==> config.mk <==
export PLATFORM = sky130hd
export DESIGN_NAME = divemu
export DESIGN_NICKNAME = d
export VERILOG_FILES = /design/src/rtl/dmix_pkg.sv /design/src/rtl/divemu_sat.sv /design/src/rtl/divemu.sv
export SDC_FILE = /design/constraint.sdc
export NUM_CORES = 1
export LEC_CHECK = 0
export BUFFER_PORTS_ARGS = -buffer_cell sky130_fd_sc_hd__buf_2
export CORE_MARGIN = 2
export CORE_UTILIZATION = 54
export DETAILED_ROUTE_END_ITERATION = 8
export PLACE_DENSITY = 0.83
export SLEW_MARGIN = 5
export SYNTH_ARGS = -nofsm -noshare
export SYNTH_HDL_FRONTEND = slang
export SYNTH_SLANG_ARGS = --single-unit
==> constraint.sdc <==
create_clock -name clk -period 2.99 [get_ports clk]
set_input_delay 0.299 -clock clk [delete_from_list [all_inputs] [get_ports clk]]
set_output_delay 0.299 -clock clk [all_outputs]
set_load 0.03 [all_outputs]
==> src/rtl/dmix_pkg.sv <==
// rtl/dmix_pkg.sv - shared mixer sample/gain formats and divider FSM states
package dmix_pkg;
    localparam int WD_SAMPLE = 24;
    localparam int WS_GAIN   = 16;
    localparam int FRAC_GAIN = 15;
    localparam logic [WS_GAIN-1:0] Q15_ONE = 16'h7FFF;

    typedef enum logic [1:0] {
        IDLE,
        CALC,
        DONE
    } dmix_state_e;
endpackage

==> src/rtl/divemu_sat.sv <==
// rtl/divemu_sat.sv - clip an unsigned quotient magnitude plus sign to a signed WD-bit result
module divemu_sat #(
    parameter int WD = 24,
    parameter int WM = 39
) (
    input  logic [WM-1:0] mag,
    input  logic          neg,
    output logic [WD-1:0] res,
    output logic          sat
);
    localparam logic [WM-1:0] POS_MAX = {{(WM-WD+1){1'b0}}, {(WD-1){1'b1}}};
    localparam logic [WM-1:0] NEG_MAX = POS_MAX + WM'(1);

    always_comb begin
        res = '0;
        sat = 1'b0;
        if (neg) begin
            if (mag > NEG_MAX) begin
                res = {1'b1, {(WD-1){1'b0}}};
                sat = 1'b1;
            end else begin
                // magnitude 2^(WD-1) negates onto itself, the exact minimum
                res = -mag[WD-1:0];
            end
        end else if (mag > POS_MAX) begin
            res = {1'b0, {(WD-1){1'b1}}};
            sat = 1'b1;
        end else begin
            res = mag[WD-1:0];
        end
    end
endmodule

==> src/rtl/divemu.sv <==
// rtl/divemu.sv - iterative signed divider: quot = (dividend << FRAC) / divisor, one bit per clock
module divemu
    import dmix_pkg::*;
#(
    parameter int WD   = WD_SAMPLE,
    parameter int WS   = WS_GAIN,
    parameter int FRAC = FRAC_GAIN
) (
    input  logic          clk,
    input  logic          rst,
    input  logic          in_valid,
    output logic          in_ready,
    input  logic [WD-1:0] dividend_i,
    input  logic [WS-1:0] divisor_i,
    output logic          out_valid,
    input  logic          out_ready,
    output logic [WD-1:0] quot_o,
    output logic          sat_o,
    output logic          dbz_o
);
    localparam int NITER = WD + FRAC;
    localparam int CW    = $clog2(NITER + 1);

    dmix_state_e       state;
    logic [NITER-1:0]  num;
    logic [WS-1:0]     rem;
    logic [WS:0]       dvs;
    logic [CW-1:0]     cnt;
    logic              neg;
    logic              dbz_r;
    logic              nz;

    logic [WD-1:0]     dvd_mag;
    logic [WS-1:0]     dvs_mag;
    logic [WS:0]       trial;
    logic [WS:0]       diff;
    logic              fit;
    logic [NITER-1:0]  sat_mag;
    logic [WD-1:0]     sat_res;
    logic              sat_flag;

    assign dvd_mag = dividend_i[WD-1] ? -dividend_i : dividend_i;
    assign dvs_mag = divisor_i[WS-1] ? -divisor_i : divisor_i;

    // remainder stays below the divisor, so the shifted trial fits WS+1 bits
    assign trial = {rem, num[NITER-1]};
    assign diff  = trial - dvs;
    assign fit   = trial >= dvs;

    // a zero divisor is routed through the clipper as an infinite magnitude
    assign sat_mag = dbz_r ? {NITER{nz}} : num;

    divemu_sat #(.WD(WD), .WM(NITER)) u_sat (
        .mag (sat_mag),
        .neg (neg),
        .res (sat_res),
        .sat (sat_flag)
    );

    always_ff @(posedge clk) begin
        if (rst) begin
            state     <= IDLE;
            in_ready  <= 1'b0;
            out_valid <= 1'b0;
            quot_o    <= '0;
            sat_o     <= 1'b0;
            dbz_o     <= 1'b0;
            num       <= '0;
            rem       <= '0;
            dvs       <= '0;
            cnt       <= '0;
            neg       <= 1'b0;
            dbz_r     <= 1'b0;
            nz        <= 1'b0;
        end else begin
            case (state)
                IDLE: begin
                    if (in_valid && in_ready) begin
                        num      <= {dvd_mag, {FRAC{1'b0}}};
                        dvs      <= {1'b0, dvs_mag};
                        rem      <= '0;
                        cnt      <= '0;
                        neg      <= dividend_i[WD-1] ^ divisor_i[WS-1];
                        dbz_r    <= (divisor_i == '0);
                        nz       <= (dividend_i != '0);
                        in_ready <= 1'b0;
                        state    <= CALC;
                    end else begin
                        in_ready <= 1'b1;
                    end
                end
                CALC: begin
                    if (dbz_r || cnt == CW'(NITER)) begin
                        quot_o    <= sat_res;
                        sat_o     <= sat_flag;
                        dbz_o     <= dbz_r;
                        out_valid <= 1'b1;
                        state     <= DONE;
                    end else begin
                        rem <= fit ? diff[WS-1:0] : trial[WS-1:0];
                        num <= {num[NITER-2:0], fit};
                        cnt <= cnt + CW'(1);
                    end
                end
                DONE: begin
                    if (out_ready) begin
                        out_valid <= 1'b0;
                        in_ready  <= 1'b1;
                        state     <= IDLE;
                    end
                end
                default: state <= IDLE;
            endcase
        end
    end
endmodule

=== Word-level counts from Yosys, hierarchy flattened ===
Index checks and enable logic that the tools add are counted.

* Register bits after elaboration: 110
* Input bits: 44
* Output and inout bits: 28
* Logic and storage cells: 72

* Add/sub/neg operators: 5
* Order comparisons: 3
* Equality and inequality tests: 7
* Mux-type cells: 29
* Bitwise operators: 1
* Reduce and logical (&&, ||, !) cells: 14

{| class="wikitable"
|+ Operators by type and width
! operator !! count
|-
| 39-bit 2-to-1 mux || 3
|-
| 24-bit 2-to-1 mux || 4
|-
| 39-bit one-hot mux with 2 select lines || 1
|-
| 16-bit 2-to-1 mux || 4
|-
| 24-bit negator || 2
|-
| 39-bit by 23-bit > comparator with 1-bit output, second input constant || 1
|-
| 39-bit by 24-bit > comparator with 1-bit output, second input constant || 1
|-
| 16-bit one-hot mux with 2 select lines || 1
|-
| 24-bit nonzero test || 1
|-
| 17-bit by 16-bit >= comparator with 1-bit output || 1
|-
| 16-bit logical NOT || 1
|-
| 16-bit negator || 1
|-
| 16-bit subtractor || 1
|-
| 6-bit 2-to-1 mux || 2
|-
| 6-bit one-hot mux with 2 select lines || 1
|-
| 3-bit AND reduction || 3
|-
| 2-bit != test, second input constant || 4
|-
| 1-bit 2-to-1 mux || 7
|-
| 6-bit by 1-bit adder with 6-bit output, second input constant || 1
|-
| 6-bit == test, second input constant || 1
|-
| 2-bit 2-to-1 mux || 3
|-
| 2-bit one-hot mux with 3 select lines || 1
|-
| 2-bit AND reduction || 3
|-
| 2-bit nonzero test || 3
|-
| other kinds (7) || 8
|}

=== Depth between registers and ports, before layout ===
* Depth after elaboration: 4
* Gate-level depth with buffers: 15
* Depth with buffers taken out: 11

=== Hierarchy ===
Synthesis repeated with hierarchy kept, for this count alone.

* Cells, all modules: 968
* Area, all modules: 7115.6 um^2

{| class="wikitable"
|+ Modules (own cells, without submodules)
! module !! times used !! cells each !! area an instance (um^2) !! seq. area each (um^2)
|-
| divemu || 1 || 803 || 6154.7 || 2202.1
|-
| divemu_sat || 1 || 165 || 960.9 || 0.0
|}

=== Worst setup path after synthesis ===
No wires, ideal clock.

* Path type: reg2reg
* Start point: register dbz_r
* End point: register quot_o[23]
* Setup time: 117 ps
* Arrival time: 2944 ps
* Slack: -72 ps
* Cell stages (with the launch flop): 14
* Path buffers: 5
* Period minus slack after synthesis: 3062 ps
* Path through: dfxtp_1 > clkbuf_1 > inv_1 > clkbuf_1 > buf_1 > a21oi_1 > ha_1 > clkbuf_1 > o21ai_0 > and3b_1 > a21o_1 > clkbuf_1 > nand4_1 > a32o_1

* Word-level cells in the longest chain between the ends: 4

{| class="wikitable"
|+ Ends and longest elaborated chain
! element !! line !! RTL
|-
| from (decl) || divemu.sv:30 || <nowiki>logic dbz_r;</nowiki>
|-
| from (signal assigned) || divemu.sv:84 || <nowiki>dbz_r <= (divisor_i == '0);</nowiki>
|-
| 39-bit 2-to-1 mux || divemu.sv:51 || <nowiki>assign sat_mag = dbz_r ? {NITER{nz}} : num;</nowiki>
|-
| 39-bit by 23-bit > comparator with 1-bit output (tied with other cells) || divemu_sat.sv:25 || <nowiki>end else if (mag > POS_MAX) begin</nowiki>
|-
| 24-bit 2-to-1 mux, on equally long branches || divemu_sat.sv:25, divemu_sat.sv:18 ||
|-
| 24-bit 2-to-1 mux || divemu_sat.sv:17 || <nowiki>if (neg) begin</nowiki>
|-
| to (signal assigned) || divemu.sv:94 || <nowiki>quot_o <= sat_res;</nowiki>
|-
| to (decl) || divemu.sv:17 || <nowiki>output logic [WD-1:0] quot_o,</nowiki>
|}

Parallel ways exist; a longest one is shown, timed or not.
A chain may end at the register's enable or synchronous reset.

=== Worst setup path in the final report ===
* Start point: register dbz_r
* End point: register quot_o[7]

The elaborated chain is that of the path after synthesis.

==> impl_metrics.prom <==
# TYPE chip_impl_metric gauge
chip_impl_metric{name="cts-htree-levels",unit=""} 3
chip_impl_metric{name="synth.yosys.warnings",unit=""} 0
chip_impl_metric{name="grt_first_pass_wirelength",unit="um"} 29700
chip_impl_metric{name="place.port_buffers",unit=""} 71
chip_impl_info{name="synth_flop_cell",value="dfxtp_1"} 1
chip_impl_info{name="rsz0062_at_grt",value="no"} 1
chip_impl_metric{name="die_area",unit="mm^2"} 0.0136
chip_impl_metric{name="initial_utilization",unit="%"} 54.8
chip_impl_metric{name="synth-edff-count",unit=""} 0
chip_impl_info{name="timing.hold.worst.class",value="primary input to flop"} 1
chip_impl_metric{name="final_hold_viol_count",unit=""} 0
chip_impl_metric{name="setup_total_negative_slack",unit="ns"} 0
chip_impl_metric{name="coreArea",unit="mm^2"} 0.0125
chip_impl_metric{name="dr_pass1_iterations",unit=""} 5
chip_impl_metric{name="max_stage_delay",unit="ns"} 0.58
chip_impl_metric{name="drv_cap",unit=""} 0
chip_impl_metric{name="cts_buffer_depth",unit=""} 2
chip_impl_metric{name="chipWidth",unit="um"} 116
chip_impl_metric{name="period_minus_slack",unit="ns"} 2.85
chip_impl_metric{name="grt_remaining_overflow",unit=""} 0
chip_impl_metric{name="number_of_cts_inserted_buffers",unit=""} 9
chip_impl_metric{name="antenna_cells",unit=""} 0
chip_impl_metric{name="crit_buf_inv",unit=""} 1
chip_impl_metric{name="wl",unit="um"} 18300
chip_impl_metric{name="layout.nets",unit=""} 1024
chip_impl_metric{name="drc_errors",unit=""} 0
chip_impl_info{name="post_synth_most_frequent_cells",value="dfxtp_1 (110), nor2_1 (110), nand2_1 (92), a21oi_1 (73), clkbuf_1 (54)"} 1
chip_impl_metric{name="avgRoutedWirePerCell",unit="um"} 16.1
chip_impl_metric{name="finalMaxSlewViolations",unit=""} 0
chip_impl_metric{name="routed-via-count",unit=""} 6880
chip_impl_metric{name="drt_iter0_markers",unit=""} 646
chip_impl_metric{name="place.gp.congestion",unit=""} 0.973
chip_impl_metric{name="die_h",unit="um"} 116
chip_impl_metric{name="worst_slew_pin_slew",unit="ns"} 1.19
chip_impl_metric{name="worstPathMaxFanout",unit=""} 8
chip_impl_info{name="cts_root_buf",value="clkbuf_16"} 1
chip_impl_metric{name="cp.required",unit="ns"} 3.26
chip_impl_metric{name="global_route.usage.total",unit="%"} 27.3
chip_impl_metric{name="cts.sink_count",unit=""} 110
chip_impl_metric{name="clkLatencyLatePin",unit="ns"} 0.36
chip_impl_metric{name="pwr_density_cell",unit="mW/mm^2"} 586
chip_impl_metric{name="detail-route-antenna-nets",unit=""} 0
chip_impl_metric{name="grt_pass1_vias",unit=""} 6202
chip_impl_metric{name="detail_route.vias_per_cell",unit=""} 6.06
chip_impl_info{name="netlist_top_cells_area",value="dfxtp_1 (32%), nor2_1 (6.0%), a21oi_1 (5.3%), nand2_1 (5.1%), ha_1 (3.8%)"} 1
chip_impl_metric{name="ys_async_sr_fraction",unit="%"} 0
chip_impl_info{name="cts_tree",value="yes"} 1
chip_impl_metric{name="synthToLayoutAreaGrowth",unit="%"} 14.0
chip_impl_metric{name="setup_violations",unit=""} 0
chip_impl_info{name="end_kind",value="flop"} 1
chip_impl_metric{name="syn-num-nets",unit=""} 965
chip_impl_metric{name="max_freq",unit="MHz"} 351
chip_impl_metric{name="maximum_number_of_pins_on_one_net_before_global_route_repair",unit=""} 54
chip_impl_info{name="path_class",value="flop to flop"} 1
chip_impl_metric{name="count_of_boundary_i_o_pins",unit=""} 72
chip_impl_info{name="setup.worst_path.start_class",value="flop"} 1
chip_impl_metric{name="layout-drive-gt1-share",unit="%"} 14.8
chip_impl_metric{name="fin_worst_skew",unit="ns"} 0.0115
chip_impl_metric{name="crit_arrival",unit="ns"} 3.12
chip_impl_metric{name="post_synth_inst_count",unit=""} 899
chip_impl_metric{name="synth_cell_types",unit=""} 63
chip_impl_metric{name="worst_slew_margin_rel",unit="%"} 20.5
chip_impl_metric{name="share_of_the_core_filled_with_cells",unit="%"} 62.5
chip_impl_info{name="crit_slowest_cell",value="or4_4"} 1
chip_impl_info{name="result_of_the_run",value="finished clean"} 1
chip_impl_metric{name="number_of_antenna_violations_at_the_first_check_in_global_routing",unit=""} 0
chip_impl_metric{name="ys_ff_latch",unit=""} 110
chip_impl_info{name="critical_path.cell_chain",value="or4_4 -> o41ai_1 -> and3b_1 -> a21oi_1 -> buf_4 -> o32a_1 -> a211oi_1"} 1
chip_impl_info{name="yosys.area.top_type",value="dfxtp_1"} 1
chip_impl_metric{name="detailed_place_hpwl",unit="um"} 13100
chip_impl_info{name="timing.critical_path.max_delay_family",value="compound AO/OA/AOI/OAI gates"} 1
chip_impl_metric{name="postSynthAreaPerCell",unit="um^2"} 7.60
chip_impl_metric{name="placementRows",unit=""} 41
chip_impl_metric{name="final_min_period_over_clock_period",unit="%"} 95.2
chip_impl_metric{name="cts.repair_timing.setup_buffer_count",unit=""} 0
chip_impl_metric{name="share_of_the_yosys_chip_area_belonging_to_registers",unit="%"} 32.2
chip_impl_metric{name="irDropWorstVdd",unit="mV"} 0.420
chip_impl_metric{name="synth_area",unit="mm^2"} 0.00683
chip_impl_metric{name="leak_pwr",unit="nW"} 3.13
chip_impl_metric{name="clk_pin_slew",unit="ns"} 0.08
chip_impl_metric{name="synth_top_area_share",unit="%"} 32.2
==> worst min-delay path: stages <==
cell     delay [ns]
buf_2          0.12
nand2_1        0.07
a21oi_1        0.05
==> cells in the final DEF (no fill, tap or decap), types with 31 or more instances in the layout <==
cell type  netlist  layout
dfxtp_1        110     110
nor2_1         110     107
nand2_1         92      92
a21oi_1         73      73
buf_2            0      71
o21ai_0         45      45
buf_4            0      36
nor3_1          32      32
inv_1           31      31
==> final timing paths <==
check	start	endpoint	slack [ns]	cells after the start
max	dbz_r	quot_o[7]	0.14	7
min reg2reg	dvs[0]	dvs[0]	0.47	2
max reg2reg	dbz_r	quot_o[7]	0.14	7
min	divisor_i[0]	dvs[0]	0.22	3
==> stage by stage <==
| step | worst slack (ns) | power (W) | hold WS [ns] | std cells | area (um^2) |
|---|---|---|---|---|---|
| CTS | 0.178 | 0.00454 | 0.204 | 1135 | 7780 |
| floorplan | 0.0588 | 0.00282 | 0.435 | 899 | 6840 |
| global placement | 0.282 | 0.00322 | 0.453 | 1119 | 7460 |
| finish | 0.142 | 0.00456 | 0.222 | 1135 | 7780 |
| global route | 0.0268 | 0.00477 | 0.225 | 1135 | 7780 |
| detailed placement | 0.240 | 0.00324 | 0.461 | 1119 | 7460 |
==> state kept, by name, summed over array words and instances, names as in the netlist <==
register   count
nz             1
sat_o          1
neg            1
num           39
state          2
out_valid      1
dbz_r          1
rem           16
cnt            6
in_ready       1
dvs           16
quot_o        24
dbz_o          1
==> where the power goes <==
part | leakage, nW | internal [W] | total (W) | switching, W
Combinational | 2.08 | 0.000710 | 0.00166 | 0.000954
Sequential | 0.892 | 0.00154 | 0.00161 | 0.0000656
Clock | 0.159 | 0.000697 | 0.00129 | 0.000595
Total | 3.13 | 0.00295 | 0.00456 | 0.00161
==> final cells by class <==
type / count / area [um^2]
fill: 1126 / 4680
multi-input combinational: 699 / 4310
sequential: 110 / 2200
timing repair buffer: 107 / 626
clock buffer: 10 / 239
tap: 172 / 215
inverter: 31 / 116
clock inverter: 6 / 81.3
==> cell families (layout without fill, tap and decap cells) <==
kind of cell	after synthesis	count (layout)	synth area share [%]
and+or+nand+nor	350	350	24.2
DFF	110	110	32.2
buffers and inverters	90	154	5.05
xor gates and xnor gates	55	55	7.05
adders and majority gates	22	22	4.14
muxes	20	20	2.99
AOI/OAI and AO/OA	252	252	24.3
==> routing by layer <==
layer,vias up,track usage (%),part of all wire [%]
met1,3172,37.8,46
li1,3389,-,-
met5,-,0,0
met2,279,42.7,44
met4,0,11.3,2.5
met3,40,4.20,6.7
==> repair_timing <==
item | CTS | global route
gates resized for setup | 0 | 1
hold buffers | 0 | 0
endpoints found under the setup margin | 0 | 6
Power figures use the tool's default switching activity.
